--- src/rtl/acq_pkg.sv ---
// Shared definitions for the acquisition sequencer: state encoding and counter sizing.
package acq_pkg;

  localparam int CNT_W_DEF = 16;

  typedef enum logic [2:0] {
    ST_IDLE    = 3'd0,
    ST_ARMED   = 3'd1,
    ST_CAPTURE = 3'd2,
    ST_DRAIN   = 3'd3,
    ST_DONE    = 3'd4
  } acq_state_t;

  // Bits needed to count 0..n-1, never less than one.
  function automatic int cnt_bits(input int n);
    return (n > 1) ? $clog2(n) : 1;
  endfunction

endpackage

--- src/rtl/edge_det.sv ---
// Single-edge detector: registers the input once and flags a rising or falling transition.
module edge_det #(
  parameter bit RISING = 1'b1
) (
  input  logic clk,
  input  logic rst,
  input  logic d,
  output logic pulse
);

  logic d_p0;

  always_ff @(posedge clk or negedge rst) begin
    if (!rst) d_p0 <= 1'b0;
    else      d_p0 <= d;
  end

  assign pulse = RISING ? (d & ~d_p0) : (~d & d_p0);

endmodule

--- src/rtl/acq_sequencer.sv ---
// Multi-pulse acquisition sequencer: arms on request, starts one capture per laser trigger,
// waits for the input pipeline to drain, and counts completed and missed pulses.
module acq_sequencer
  import acq_pkg::*;
#(
  parameter int CAPTURE_CYCLES = 100,
  parameter int DRAIN_TIMEOUT  = 4096,
  parameter int CNT_W          = CNT_W_DEF
) (
  input  logic             clk,
  input  logic             rst,
  input  logic             arm,
  input  logic             abort,
  input  logic             trig,
  input  logic [CNT_W-1:0] num_pulses,
  input  logic             pipe_valid,
  output logic             start,
  output logic             accum_first,
  output logic             accum_last,
  output logic [CNT_W-1:0] pulse_idx,
  output logic [CNT_W-1:0] missed_cnt,
  output logic             busy,
  output logic             done,
  output logic             timeout_err
);

  localparam int CAP_W = cnt_bits(CAPTURE_CYCLES);
  localparam int DRN_W = cnt_bits(DRAIN_TIMEOUT);
  localparam logic [CAP_W-1:0] CAP_LAST = CAP_W'(CAPTURE_CYCLES - 1);
  localparam logic [DRN_W-1:0] DRN_LAST = DRN_W'(DRAIN_TIMEOUT - 1);

  function automatic logic [CNT_W-1:0] sat_inc(input logic [CNT_W-1:0] v);
    return (&v) ? v : v + CNT_W'(1);
  endfunction

  acq_state_t       state, state_nxt;
  logic [CNT_W-1:0] target;
  logic [CNT_W-1:0] pulse_idx_nxt, missed_nxt, pulse_inc;
  logic [CAP_W-1:0] cap_cnt, cap_nxt;
  logic [DRN_W-1:0] drain_cnt, drain_nxt;
  logic             start_nxt, first_nxt, last_nxt, done_nxt, terr_nxt;
  logic             load_target;
  logic             trig_rise, pv_fall;

  edge_det #(.RISING(1'b1)) u_trig_edge (
    .clk   (clk),
    .rst   (rst),
    .d     (trig),
    .pulse (trig_rise)
  );

  edge_det #(.RISING(1'b0)) u_pv_edge (
    .clk   (clk),
    .rst   (rst),
    .d     (pipe_valid),
    .pulse (pv_fall)
  );

  assign pulse_inc = pulse_idx + CNT_W'(1);

  always_comb begin
    state_nxt     = state;
    start_nxt     = 1'b0;
    first_nxt     = 1'b0;
    last_nxt      = 1'b0;
    done_nxt      = 1'b0;
    terr_nxt      = timeout_err;
    pulse_idx_nxt = pulse_idx;
    missed_nxt    = missed_cnt;
    cap_nxt       = cap_cnt;
    drain_nxt     = drain_cnt;
    load_target   = 1'b0;
    // abort outranks every other request and leaves the counters untouched
    if (abort) begin
      state_nxt = ST_IDLE;
    end else begin
      case (state)
        ST_IDLE: begin
          if (arm) begin
            if (num_pulses != '0) begin
              load_target   = 1'b1;
              pulse_idx_nxt = '0;
              missed_nxt    = '0;
              terr_nxt      = 1'b0;
              state_nxt     = ST_ARMED;
            end else begin
              done_nxt = 1'b1;
            end
          end
        end
        ST_ARMED: begin
          if (trig_rise) begin
            start_nxt = 1'b1;
            first_nxt = (pulse_idx == '0);
            last_nxt  = (pulse_idx == target - CNT_W'(1));
            cap_nxt   = '0;
            state_nxt = ST_CAPTURE;
          end
        end
        ST_CAPTURE: begin
          if (trig_rise) missed_nxt = sat_inc(missed_cnt);
          if (cap_cnt == CAP_LAST) begin
            drain_nxt = '0;
            state_nxt = ST_DRAIN;
          end else begin
            cap_nxt = cap_cnt + CAP_W'(1);
          end
        end
        ST_DRAIN: begin
          if (trig_rise) missed_nxt = sat_inc(missed_cnt);
          if (pv_fall) begin
            pulse_idx_nxt = pulse_inc;
            if (pulse_inc == target) begin
              done_nxt  = 1'b1;
              state_nxt = ST_DONE;
            end else begin
              state_nxt = ST_ARMED;
            end
          end else if (drain_cnt == DRN_LAST) begin
            terr_nxt  = 1'b1;
            state_nxt = ST_IDLE;
          end else begin
            drain_nxt = drain_cnt + DRN_W'(1);
          end
        end
        ST_DONE: begin
          state_nxt = ST_IDLE;
        end
        default: begin
          state_nxt = ST_IDLE;
        end
      endcase
    end
  end

  always_ff @(posedge clk or negedge rst) begin
    if (!rst) begin
      state       <= ST_IDLE;
      start       <= 1'b0;
      accum_first <= 1'b0;
      accum_last  <= 1'b0;
      done        <= 1'b0;
      timeout_err <= 1'b0;
      pulse_idx   <= '0;
      missed_cnt  <= '0;
      cap_cnt     <= '0;
      drain_cnt   <= '0;
    end else begin
      state       <= state_nxt;
      start       <= start_nxt;
      accum_first <= first_nxt;
      accum_last  <= last_nxt;
      done        <= done_nxt;
      timeout_err <= terr_nxt;
      pulse_idx   <= pulse_idx_nxt;
      missed_cnt  <= missed_nxt;
      cap_cnt     <= cap_nxt;
      drain_cnt   <= drain_nxt;
    end
  end

  // Run length is data, only meaningful after an accepted arm.
  always_ff @(posedge clk) begin
    if (load_target) target <= num_pulses;
  end

  assign busy = (state != ST_IDLE);

endmodule

--- config.mk ---
export PLATFORM = sky130hd
export DESIGN_NAME = acq_sequencer
export DESIGN_NICKNAME = d
export VERILOG_FILES = /design/src/rtl/acq_pkg.sv /design/src/rtl/edge_det.sv /design/src/rtl/acq_sequencer.sv
export SDC_FILE = /design/constraint.sdc
export NUM_CORES = 1
export LEC_CHECK = 0
export CORE_ASPECT_RATIO = 1.4
export CORE_UTILIZATION = 34
export CTS_CLUSTER_DIAMETER = 150
export CTS_CLUSTER_SIZE = 8
export DETAILED_ROUTE_END_ITERATION = 6
export MAX_ROUTING_LAYER = met4
export PLACE_DENSITY = 0.64
export SETUP_SLACK_MARGIN = 0.1
export SLEW_MARGIN = 20
export SYNTH_ARGS = -nofsm -noshare
export SYNTH_HDL_FRONTEND = slang
export SYNTH_HIERARCHICAL = 1
export SYNTH_SLANG_ARGS = --single-unit
export TNS_END_PERCENT = 5
--- constraint.sdc ---
create_clock -name clk -period 2.45 [get_ports clk]
set_input_delay 0.49 -clock clk [delete_from_list [all_inputs] [get_ports clk]]
set_output_delay 0.49 -clock clk [all_outputs]
set_load 0.02 [all_outputs]
### Yosys cells after proc, flatten, opt, wreduce, memory -nomap -nowiden

Index checks and enable logic that the tools add are counted.

| storage, ports and cells | value |
|---|---|
| output and inout bits | 38 |
| input bits | 22 |
| word-level logic and storage cells | 109 |
| flip-flop bits (word level) | 77 |

| operators by class | value |
|---|---|
| add/sub/neg operators | 5 |
| multiplexer cells | 47 |
| bitwise operators | 5 |
| equal/unequal tests | 23 |
| reductions and logical operators | 16 |

Operators with widths:

| cell | count |
|---|---|
| $mux 16 | 5 |
| $pmux 16 s2 | 2 |
| $mux 12 | 3 |
| $add 16x1->16 const B | 2 |
| $eq 16x16->1 | 2 |
| $mux 3 | 8 |
| $pmux 12 s2 | 1 |
| $mux 1 | 22 |
| $ne 2x2->1 const B | 10 |
| $logic_not 16->1 | 1 |
| $reduce_and 16->1 | 1 |
| $reduce_bool 16->1 | 1 |
| $sub 16x1->16 const B | 1 |
| $reduce_and 5->1 | 3 |
| $mux 7 | 2 |
| $pmux 7 s2 | 1 |
| $add 12x1->12 const B | 1 |
| $eq 12x12->1 const B | 1 |
| $ne 3x3->1 const B | 4 |
| $pmux 3 s4 | 1 |
| $reduce_and 6->1 | 2 |
| $reduce_bool 2->1 | 4 |
| $add 7x1->7 const B | 1 |
| $eq 7x7->1 const B | 1 |
| other kinds (11) | 16 |

### Depth between registers and ports, before layout

Gate-level depths: netlist of run 1.

| depth | value |
|---|---|
| depth after elaboration | 6 |
| depth in mapped cells | 9 |
| depth with buffers taken out | 8 |

### Hierarchy

The synthesis of run 1 kept the hierarchy.

By module, submodules not included:

| module | cells an instance | sequential area each (um^2) | instances | area each (um^2) |
|---|---|---|---|---|
| acq_sequencer | 519 | 1,956.9 | 1 | 4,620.7 |
| edge_det | 2 | 25.0 | 2 | 38.8 |

### Worst setup path after synthesis of run 1

No wires, ideal clock.

| timing | value |
|---|---|
| path kind | register to register |
| from | reg state[2] |
| to | reg target[0], enable pin |
| cell stages (with the launch flop) | 8 |
| required time | 2,063 ps |
| period minus slack after synthesis | 2,616 ps |
| data arrival time | 2,229 ps |
| library setup time | 387 ps |
| path buffers | 2 |
| path slack | -166 ps |
| cell sequence | dfrtp_1 clkbuf_1 nor3_1 inv_1 nor3_1 nand2_1 inv_1 buf_1 |

| on the way | value |
|---|---|
| longest elaborated chain between the ends | 3 |

RTL lines:

| element | RTL line | RTL |
|---|---|---|
| start, declared | acq_sequencer.sv:36 | `acq_state_t state, state_nxt;` |
| start signal, assigned | acq_sequencer.sv:149 | `state <= state_nxt;` |
| $logic_not 3->1 | acq_sequencer.sv:77 | `case (state)` |
| $mux 1 | acq_sequencer.sv:77 |  |
| $mux 1 | acq_sequencer.sv:74 | `if (abort) begin` |
| named net load_target | acq_sequencer.sv:42 | `logic load_target;` |
| end signal, assigned | acq_sequencer.sv:164 | `if (load_target) target <= num_pulses;` |
| end, declared | acq_sequencer.sv:37 | `logic [CNT_W-1:0] target;` |

The timed path passes the listed nets, and every way through them passes these cells.
A chain may end at the register's enable or synchronous reset.

### Final worst setup path of run 1

| timing | value |
|---|---|
| from | reg target[10] |
| to | reg accum_last |

| on the way | value |
|---|---|
| longest elaborated chain between the ends | 5 |

RTL lines:

| element | RTL line | RTL |
|---|---|---|
| $sub 16x1->16 | acq_sequencer.sv:95 | `last_nxt = (pulse_idx == target - CNT_W'(1));` |
| $eq 16x16->1 | acq_sequencer.sv:95 |  |
| $mux 1 | acq_sequencer.sv:92 | `if (trig_rise) begin` |
| $mux 1 | acq_sequencer.sv:77 |  |
| $mux 1 | acq_sequencer.sv:74 |  |
| named net last_nxt | acq_sequencer.sv:41 | `logic start_nxt, first_nxt, last_nxt, done_nxt, terr_nxt;` |
| end signal, assigned | acq_sequencer.sv:152 | `accum_last <= last_nxt;` |
| end, declared | acq_sequencer.sv:19 | `output logic accum_last,` |

The timed path passes the listed nets, and every way through them passes these cells.

==> flow_summary.rst, run 1 <==
.. list-table::
   :header-rows: 1

   * - Metric
     - Value
   * - Status
     - complete, but fails checks
   * - Violations in the final reports
     - setup timing
   * - Final count of pins violating max slew
     - 0
   * - Post-synthesis net count
     - 551
   * - Utilization of the core after routing
     - 0.463
   * - Worst min-delay path category
     - in2async
   * - Worst Slack Setup Final
     - -70.2 ps
   * - Number of max-cap violations
     - 0
   * - Met3 routed wirelength
     - 426 µm
   * - Number of antenna violations at the first check in global routing
     - 0
   * - Yosys synthesis warning count
     - 6
   * - Clock latency on the worst-skew pair
     - 340 ps
   * - Pre-CTS WS
     - -118 ps
   * - Final number of hold-violating endpoints
     - 0
   * - Unrepaired setup endpoints after global routing
     - yes
   * - Power share of the clock group
     - 0.420
   * - Switching power as a share of total power
     - 0.254
   * - Setup slack of the worst register-to-register path
     - -70 ps
   * - Cell area reported after detailed placement
     - 5830 µm²
   * - Post-layout net count
     - 648
   * - Horizontal die dimension
     - 101 µm
   * - Number of violations reported at the end of detailed-routing iteration 0
     - around 180
   * - CTS root buffer
     - sky130_fd_sc_hd__clkbuf_16
   * - Post-detailed-placement half-perimeter wirelength
     - 9900 µm
   * - Combinational share of power
     - 0.130
   * - Leakage power summed over all cells
     - 2.52 nW
   * - Routed vias
     - around 4400
   * - Kind of end point of the critical path
     - flop
   * - Worst-case vdd ir drop
     - 0.000365 V
   * - Proportion of synthesized flip-flops having asynchronous set or reset
     - 0.792
   * - Clock transition at path regs
     - 60 ps
   * - Worst Hold Slack
     - 104 ps
   * - Die footprint
     - 14300 µm²
   * - CORE AREA
     - approximately 13000 µm²
   * - Number of standard cells after synthesis
     - 523
   * - Count of unique library cells instantiated by Yosys
     - 59
   * - TritonCTS Sinks
     - 77
   * - Final critical-path required period
     - ~2500 ps
   * - Initial Utilization
     - 0.349
   * - Die span in y
     - 141 µm
   * - Arrival time of the worst setup path
     - 2750 ps
   * - Routed Wire Length
     - between 10000 and 15000 µm
   * - Sequential Power Share
     - 0.449
   * - Global routing usage summed across all routing layers
     - 0.198
   * - Maximum clock frequency
     - 397 MHz
   * - Fraction of synthesized cell area taken by the top area cell type
     - 0.325
   * - Number of synthesized register bits
     - 77
   * - H-tree depth reported by CTS
     - 3
   * - Internal Dissipation
     - 2.38 mW
   * - Cell type with the largest total area after synthesis
     - sky130_fd_sc_hd__dfrtp_1
   * - Number of primary I/O pins
     - 60
   * - RD Place Congestion
     - around 0.87
   * - Standard-cell row count
     - 50
   * - Routed WL per cell
     - 16.1 µm
   * - Worst clock skew on the final layout
     - 7.83 ps
   * - CTS max path bufs
     - 2
   * - Routed length on met1
     - 5500 µm
   * - Worst Path Max Fanout
     - 4
   * - Portion of the clock cycle consumed by the worst path in the final layout
     - 1.03
   * - Pin slew with the least headroom to its limit
     - 587 ps
   * - Via/cell ratio
     - 5.43
   * - Overflow left after global routing
     - 0
   * - Share of cells above drive strength 1
     - 0.150
   * - CTS buffer count
     - 9
   * - Endpoints failing setup
     - 1
   * - Post-route antenna net violation count
     - 0
   * - CP startpoint kind
     - flop
   * - Diode insertion count for antenna repair
     - 0
   * - Vias in the first global route
     - 4339
   * - Design Power
     - 3.19 mW
   * - Post-synth EDFFs
     - 16
   * - Tightest slew margin relative to the limit
     - 0.606
   * - Net switching power
     - between 800 and 900 µW
   * - Power density cells
     - a little over 500 nW/µm²
   * - Total of buffers placed on input and output ports
     - 59
   * - Area of the mapped netlist
     - around 4700 µm²
   * - Post-synthesis sequential area ratio
     - 0.427
   * - First-pass GRT wire length
     - 21500 µm
   * - Layout Cell Area excl Fill
     - 6220 µm²
   * - Syn-to-layout area delta
     - 32.4%
   * - Cell types occupying the most area after synthesis
     - sky130_fd_sc_hd__dfrtp_1 (32%), sky130_fd_sc_hd__edfxtp_1 (10%), sky130_fd_sc_hd__xor2_1 (6.2%)
   * - Maximum number of pins on one net before global-route repair
     - 24
   * - CTS tree
     - built
   * - Main synth FF type
     - sky130_fd_sc_hd__dfrtp_1
   * - Mean Syn Cell Area
     - ~9 µm²
   * - Highest layer used for signal routing
     - met4
   * - DRT Pass-1 Iters
     - 5
   * - Remaining design rule violation count
     - 0
   * - Worst Path Class, Setup
     - reg2reg
   * - Data required time of the critical path
     - 2680 ps
   * - Wire length on met2
     - 6840 µm
==> critical path: stages (launching register included) <==
cell	delay, ps
sky130_fd_sc_hd__edfxtp_1	420
sky130_fd_sc_hd__or3_4	410
sky130_fd_sc_hd__or3_4	340
sky130_fd_sc_hd__or4_4	450
sky130_fd_sc_hd__or4_4	450
sky130_fd_sc_hd__a2111oi_4	330
==> flip-flops by register name, summed over array words and instances, names as in the netlist <==
register	flops
u_trig_edge/d_p0	1
done	1
pulse_idx	16
accum_first	1
missed_cnt	16
start	1
drain_cnt	12
state	3
accum_last	1
cap_cnt	7
timeout_err	1
u_pv_edge/d_p0	1
target	16
==> per-stage QoR <==
stage	cells	TNS (ps)
3_5_place_dp	790	-982
6_report	807	-70.2
2_1_floorplan	523	0
3_3_place_gp	790	-148
4_1_cts	807	-4.73
5_1_grt	807	-139
==> layout make-up <==
cell class,count,area [µm²]
Clock inverter,4,46.3
Inverter,15,56.3
Multi-Input combinational cell,403,2620
Sequential cell,77,2010
Timing Repair Buffer,114,1020
Clock buffer,12,246
Fill cell,1299,7230
Tap cell,182,228
==> placed cells by master (no fill, tap or decap), types with 16 or more instances in the layout <==
cell type and instances:
sky130_fd_sc_hd__nand4_1 16, sky130_fd_sc_hd__buf_4 53, sky130_fd_sc_hd__nor2_1 62, sky130_fd_sc_hd__nor4_1 16, sky130_fd_sc_hd__clkdlybuf4s50_1 57, sky130_fd_sc_hd__nor3_1 16, sky130_fd_sc_hd__nand3_1 33, sky130_fd_sc_hd__o21ai_0 29
sky130_fd_sc_hd__edfxtp_1 16, sky130_fd_sc_hd__dfrtp_1 59, sky130_fd_sc_hd__nand2_1 34, sky130_fd_sc_hd__xor2_1 33, sky130_fd_sc_hd__xnor2_1 25
==> per-layer routing <==
metal | GRT usage | vias up
met3 | 0.0362 | 20
met2 | 0.342 | 92
met5 | - | -
li1 | - | 2097
met4 | 0.0625 | 0
met1 | 0.230 | 2177
==> Yosys cell counts, types with 12 or more instances <==
library cell and instances:
sky130_fd_sc_hd__a21oi_1 14, sky130_fd_sc_hd__and3_1 15, sky130_fd_sc_hd__clkbuf_1 22, sky130_fd_sc_hd__dfrtp_1 61
sky130_fd_sc_hd__edfxtp_1 16, sky130_fd_sc_hd__inv_1 15, sky130_fd_sc_hd__nand2_1 34, sky130_fd_sc_hd__nand3_1 33
sky130_fd_sc_hd__nand4_1 16, sky130_fd_sc_hd__nor2_1 62, sky130_fd_sc_hd__nor3_1 19, sky130_fd_sc_hd__nor4_1 17
sky130_fd_sc_hd__o21ai_0 29, sky130_fd_sc_hd__o31ai_1 12, sky130_fd_sc_hd__xnor2_1 25, sky130_fd_sc_hd__xor2_1 33
==> power groups by stage <==
| stage | Combinational [mW] | Clock [mW] | Sequential, mW |
|---|---|---|---|
| after floorplan | 0.216 | 0 | 1.44 |
| after global placement | 0.393 | 0 | 1.45 |
| after detailed placement | 0.406 | 0 | 1.45 |
| after CTS | 0.414 | 1.37 | 1.43 |
| after global routing | 0.459 | 1.42 | 1.44 |
| final | 0.417 | 1.34 | 1.43 |
==> cell families (layout without fill, tap and decap cells) <==
group           count (synthesis)  after routing  share of synthesized area
simple gates                  242            242                      0.271
compound gates                 92             92                      0.131
flops                          77             77                      0.427
xor+xnor                       58             58                      0.108
buf+inv                        43            145                     0.0352
fa+ha+maj                       6              6                     0.0160
mux                             5              5                     0.0115
==> repair_timing <==
| action | 4_1_cts | 5_1_grt |
|---|---|---|
| hold buffers | 0 | 0 |
| gates resized for setup | 9 | 8 |
| setup endpoints to repair | 11 | 16 |
| setup buffers | 1 | 0 |
| pin swaps | 2 | 8 |
| cloned | 0 | 0 |
| hold endpoints to repair | 0 | 0 |
==> worst paths after layout <==
kind                               from      endpoint  cells past startpoint
setup / recovery             target[10]    accum_last                      5
max in group asynchronous           rst    cap_cnt[3]                      2
min in group clk           drain_cnt[0]  drain_cnt[0]                      1
setup reg to reg             target[10]    accum_last                      5
hold / removal                      rst  drain_cnt[7]                      1
hold reg to reg            drain_cnt[0]  drain_cnt[0]                      1
Note: power is estimated with default switching activity, not from simulation.
==> run 2: changes to the inputs <==
--- a/config.mk
+++ b/config.mk
@@ -11,7 +11,7 @@
 export CTS_CLUSTER_SIZE = 8
 export DETAILED_ROUTE_END_ITERATION = 6
 export MAX_ROUTING_LAYER = met4
-export PLACE_DENSITY = 0.64
+export PLACE_DENSITY = 0.62
 export SETUP_SLACK_MARGIN = 0.1
 export SLEW_MARGIN = 20
 export SYNTH_ARGS = -nofsm -noshare
==> constraint.sdc (replaced) <==
create_clock -name clk -period 3.1 [get_ports clk]
set_input_delay 0.62 -clock clk [delete_from_list [all_inputs] [get_ports clk]]
set_output_delay 0.62 -clock clk [all_outputs]
set_load 0.02 [all_outputs]
==> run 2 against run 1 <==
The flow now finishes without violations. Hold slack better by 230 ps. Power is 21% lower. First-iteration DRC count is 10% higher. Critical path depth is 2 lower. Sequential share of layout area is 2.1 points higher. Clock power is 16% lower. Via count is 2.8% lower. Non-clock buffer count is 40 lower. Design area is 6.3% lower. Die area stayed put. Critical endpoint is now busy. Highest routed layer unchanged.
==> flow_summary.rst, run 2 (synthesis results as in run 1) <==
.. list-table::
   :header-rows: 1

   * - Metric
     - Value
   * - Layout Cell Area excl Fill
     - 5830 µm²
   * - Maximum number of pins on one net before global-route repair
     - 31
   * - Number of primary I/O pins
     - 60
   * - DRT Pass-1 Iters
     - 5
   * - Clock latency on the worst-skew pair
     - ~340 ps
   * - Die footprint
     - ~14000 µm²
   * - Routed Wire Length
     - about 13000 µm
   * - H-tree depth reported by CTS
     - 3
   * - Via/cell ratio
     - 5.56
   * - Global routing usage summed across all routing layers
     - 0.193
   * - Leakage power summed over all cells
     - 2.30 nW
   * - Kind of end point of the critical path
     - output pin
   * - CP startpoint kind
     - flop
   * - Quantity of hold-fixing buffers added after cts
     - 0
   * - CTS buffer count
     - 9
   * - Arrival time of the worst setup path
     - 2160 ps
   * - RD Place Congestion
     - 0.879
   * - Status
     - finished clean
   * - Final count of pins violating max slew
     - 0
   * - Standard-cell row count
     - 50
   * - Vias in the first global route
     - 4155
   * - Worst setup path startpoint
     - state[0]
   * - Tightest slew margin relative to the limit
     - 0.527
   * - Post-layout net count
     - 608
   * - Diode insertion count for antenna repair
     - 0
   * - Portion of the clock cycle consumed by the worst path in the final layout
     - 0.895
   * - CTS tree
     - built
   * - Worst min-delay path category
     - in2async
   * - Horizontal die dimension
     - 101 µm
   * - Largest registers
     - missed_cnt x16, pulse_idx x16, target x16
   * - Post-CTS Setup Inserts
     - 0
   * - Worst-case vdd ir drop
     - about 0.00026 V
   * - Post-route antenna net violation count
     - 0
   * - Final critical-path required period
     - around 2800 ps
   * - Number of violations reported at the end of detailed-routing iteration 0
     - 194
   * - Number of max-cap violations
     - 0
   * - Syn-to-layout area delta
     - 24.1%
   * - Maximum clock frequency
     - 360 MHz
   * - Data required time of the critical path
     - between 2000 and 2500 ps
   * - Total of buffers placed on input and output ports
     - 59
   * - Share of cells above drive strength 1
     - 0.0735
   * - Die span in y
     - 141 µm
   * - CTS max path bufs
     - 2
   * - Post-detailed-placement half-perimeter wirelength
     - about 9700 µm
   * - CTS root buffer
     - sky130_fd_sc_hd__clkbuf_16
   * - Remaining design rule violation count
     - 0
   * - Power density cells
     - 433 nW/µm²
   * - Pin slew with the least headroom to its limit
     - 709 ps
   * - Clock transition at path regs
     - 70 ps
   * - Worst reg2reg path startpoint
     - target[8]
   * - CORE AREA
     - 13500 µm²
   * - Total negative slack
     - 0 ps
   * - Number of antenna violations at the first check in global routing
     - 0
   * - Final number of hold-violating endpoints
     - 0
   * - Endpoints failing setup
     - 0
   * - Worst Path Class, Setup
     - reg2out
   * - Routed vias
     - 4261
   * - Most common cell after layout, fill and taps aside
     - sky130_fd_sc_hd__nor2_1
   * - Routed WL per cell
     - 16.7 µm
   * - Commonest non-fill, non-tap cells in the layout
     - sky130_fd_sc_hd__nor2_1 (62), sky130_fd_sc_hd__dfrtp_1 (61), sky130_fd_sc_hd__clkdlybuf4s50_1 (58)
   * - Worst Path Max Fanout
     - 13
   * - TritonCTS Sinks
     - 77
   * - Worst clock skew on the final layout
     - ~11 ps
   * - Initial Utilization
     - 0.349
   * - Overflow left after global routing
     - 0
   * - Cell area reported after detailed placement
     - approximately 5500 µm²
   * - Unrepaired setup endpoints after global routing
     - no
   * - Resize count post-CTS
     - 0
   * - First-pass GRT wire length
     - about 21000 µm
==> run 2: power by group <==
group	switching, mW	internal [mW]
combinational	0.149	0.118
clock	0.419	0.701
sequential	0.0584	1.08
==> run 2: through the flow <==
step	instances	hold slack, ps	power, mW	setup WS (ps)	utilization
2_1_floorplan	523	324	1.31	484	-
3_3_place_gp	751	509	1.42	242	0.410
3_5_place_dp	751	522	1.43	225	0.410
4_1_cts	767	356	2.55	329	0.433
5_1_grt	767	391	2.62	195	0.433
6_report	767	335	2.53	325	0.433
==> run 2: worst paths after layout <==
check	slack [ps]	depth (start not counted)	to
min in group clk	530	1	drain_cnt[1]
worst min register to register	530	1	drain_cnt[1]
worst min-delay path	330	1	pulse_idx[3]
worst max-delay path	320	3	busy
max in group asynchronous	2050	2	missed_cnt[3]
worst max register to register	380	5	accum_last
==> run 2: metal layers <==
metal | share of wire | track usage
met1 | 0.40 | 0.216
met2 | 0.54 | 0.337
met3 | 0.037 | 0.0288
met4 | 0.023 | 0.0809
met5 | 0 | -
==> run 2: final cells by class <==
class | instances | area (µm²)
clock buffers | 9 | 225
clock inverters | 7 | 90.1
fillers | 1323 | 7620
inverters | 15 | 56.3
multi-input cells | 403 | 2530
flip-flops and latches | 77 | 2010
well taps | 182 | 228
repair buffers | 74 | 698
==> run 2: worst max-delay path, cell delays in order (launching register included) <==
cell and delay (ps):
sky130_fd_sc_hd__dfrtp_1 530, sky130_fd_sc_hd__nor3_1 460, sky130_fd_sc_hd__inv_1 240, sky130_fd_sc_hd__clkdlybuf4s50_1 590
==> run 3: changes to the inputs <==
--- a/config.mk
+++ b/config.mk
@@ -12,7 +12,7 @@
 export DETAILED_ROUTE_END_ITERATION = 6
 export MAX_ROUTING_LAYER = met4
 export PLACE_DENSITY = 0.62
-export SETUP_SLACK_MARGIN = 0.1
+export SETUP_SLACK_MARGIN = 0.2
 export SLEW_MARGIN = 20
 export SYNTH_ARGS = -nofsm -noshare
 export SYNTH_HDL_FRONTEND = slang
==> run 3 against run 2 <==
Wire length is 0.26% higher. Combinational power hardly changed. Clock skew hardly changed. Setup slack better by 56 ps. Sequential power hardly changed. First-iteration DRC count is 0.52% lower. Clock power hardly changed. Design area hardly changed. Register-to-register slack hardly changed. Hold slack better by 1.3 ps. Global-route usage stayed put. Non-clock buffer count stayed put.
==> flow_summary.rst, run 3 (synthesis results as in run 1) <==
.. list-table::
   :header-rows: 1

   * - Metric
     - Value
   * - Cell area reported after detailed placement
     - 5520 µm²
   * - CTS root buffer
     - sky130_fd_sc_hd__clkbuf_16
   * - Most common cell after layout, fill and taps aside
     - sky130_fd_sc_hd__nor2_1
   * - Remaining design rule violation count
     - 0
   * - Arrival time of the worst setup path
     - 2920 ps
   * - Worst Path Class, Setup
     - reg2reg
   * - Standard-cell row count
     - 50
   * - Clock transition at path regs
     - 70 ps
   * - Maximum number of pins on one net before global-route repair
     - 31
   * - Worst Path Max Fanout
     - 7
   * - DRT Pass-1 Iters
     - 4
   * - CP startpoint kind
     - flop
   * - First-pass GRT wire length
     - approximately 21000 µm
   * - Tightest slew margin relative to the limit
     - 0.525
   * - Die span in y
     - 141 µm
   * - Overflow left after global routing
     - 0
   * - Number of primary I/O pins
     - 60
   * - Post-detailed-placement half-perimeter wirelength
     - 9650 µm
   * - Quantity of hold-fixing buffers added after cts
     - 0
   * - Commonest non-fill, non-tap cells in the layout
     - sky130_fd_sc_hd__nor2_1 (62), sky130_fd_sc_hd__dfrtp_1 (61), sky130_fd_sc_hd__clkdlybuf4s50_1 (58)
   * - CTS max path bufs
     - 2
   * - Post-CTS Setup Inserts
     - 0
   * - Number of max-cap violations
     - 0
   * - Resize count post-CTS
     - 0
   * - Routed vias
     - ~4300
   * - Vias in the first global route
     - between 4000 and 5000
   * - Worst clock skew on the final layout
     - between 10 and 15 ps
   * - Post-route antenna net violation count
     - 0
   * - Worst min-delay path category
     - in2async
   * - Portion of the clock cycle consumed by the worst path in the final layout
     - 0.877
   * - Clock latency on the worst-skew pair
     - 340 ps
   * - Most Frequent Cell on Critical Path
     - sky130_fd_sc_hd__or3_1
   * - Total of buffers placed on input and output ports
     - 59
   * - Final number of hold-violating endpoints
     - 0
   * - Maximum clock frequency
     - 368 MHz
   * - Post-layout net count
     - ~610
   * - Worst-path cell with the longest stage delay
     - sky130_fd_sc_hd__edfxtp_1
   * - Total of fill cells in the finished design
     - roughly 1300
   * - Largest registers
     - missed_cnt x16, pulse_idx x16, target x16
   * - Initial Utilization
     - 0.349
   * - Endpoints failing setup
     - 0
   * - CTS buffer count
     - 9
   * - RD Place Congestion
     - 0.879
   * - Via/cell ratio
     - 5.55
   * - Total negative slack
     - 0 ps
   * - Diode insertion count for antenna repair
     - 0
   * - Number of violations reported at the end of detailed-routing iteration 0
     - 193
   * - Status
     - finished clean
   * - Number of buffers and inverters on the critical path
     - 0
   * - Gate family responsible for the most delay along the worst path
     - simple AND/OR/NAND/NOR gates
   * - Number of antenna violations at the first check in global routing
     - 0
   * - Cell breakdown of the critical path
     - or3_1 > or3_1 > or4_4 > or4_1 > a2111oi_1
   * - Pin slew with the least headroom to its limit
     - 713 ps
   * - Routed WL per cell
     - ~17 µm
   * - Leakage power summed over all cells
     - 2.30 nW
   * - H-tree depth reported by CTS
     - 3
   * - Power density cells
     - 433 nW/µm²
   * - Kind of end point of the critical path
     - flop
   * - Worst-case vdd ir drop
     - about 0.00026 V
   * - Final critical-path required period
     - between 2000 and 3000 ps
   * - Die footprint
     - around 14000 µm²
   * - CTS tree
     - built
   * - Global routing usage summed across all routing layers
     - 0.193
   * - Routed Wire Length
     - 12900 µm
   * - Largest incremental delay on the critical path
     - 530 ps
   * - CORE AREA
     - around 13000 µm²
   * - Syn-to-layout area delta
     - 24.2%
   * - Share of cells above drive strength 1
     - 0.0752
   * - Horizontal die dimension
     - 101 µm
   * - TritonCTS Sinks
     - 77
   * - Layout Cell Area excl Fill
     - 5840 µm²
   * - Data required time of the critical path
     - 3300 ps
   * - Unrepaired setup endpoints after global routing
     - no
   * - Final count of pins violating max slew
     - 0
run 3: cell counts in the layout (fill, tap and decap cells not counted):
Identical to the previous run, type by type.
run 3: final cells by class:
cell class              instances  area, µm²  share of cell area
multi-input cells             403       2530               0.434
flip-flops and latches         77       2010               0.344
repair buffers                 74        698               0.120
well taps                     182        228              0.0390
clock buffers                   9        225              0.0386
clock inverters                 7       90.1              0.0154
inverters                      15       56.3             0.00965
run 3: worst register-to-register path, stage by stage (launching register included):
cell	delay, ps
sky130_fd_sc_hd__edfxtp_1	530
sky130_fd_sc_hd__or3_1	430
sky130_fd_sc_hd__or3_1	330
sky130_fd_sc_hd__or4_4	450
sky130_fd_sc_hd__or4_1	410
sky130_fd_sc_hd__a2111oi_1	440
run 3: routing by layer:
metal	vias to the layer above	wire, µm	global-route usage
met5	-	0	-
met4	0	305	0.0809
met3	18	567	0.0288
met2	113	6940	0.337
met1	2111	5060	0.216
li1	2017	-	-
run 3: metrics by stage:
step	hold slack (ps)	std cells	setup WS [ps]	util	total power, mW
floorplan	324	523	484	-	1.31
global placement	509	751	242	0.410	1.42
detailed placement	522	751	225	0.410	1.43
CTS	356	767	329	0.433	2.55
global route	391	767	251	0.434	2.62
finish	336	767	381	0.434	2.53
run 3: power breakdown:
group | switching, mW | internal (mW)
Clock | 0.419 | 0.701
Combinational | 0.149 | 0.119
Sequential | 0.0590 | 1.08
Total | 0.627 | 1.90
run 3: final timing paths:
kind                         startpoint            end  slack [ps]  cells after the start
max                           target[8]     accum_last         380                      5
min                                 rst   pulse_idx[3]         340                      1
max reg2reg                   target[8]     accum_last         380                      5
min reg2reg                drain_cnt[1]   drain_cnt[1]         530                      1
max in group asynchronous           rst  missed_cnt[9]        2040                      2
min in group clk           drain_cnt[1]   drain_cnt[1]         530                      1
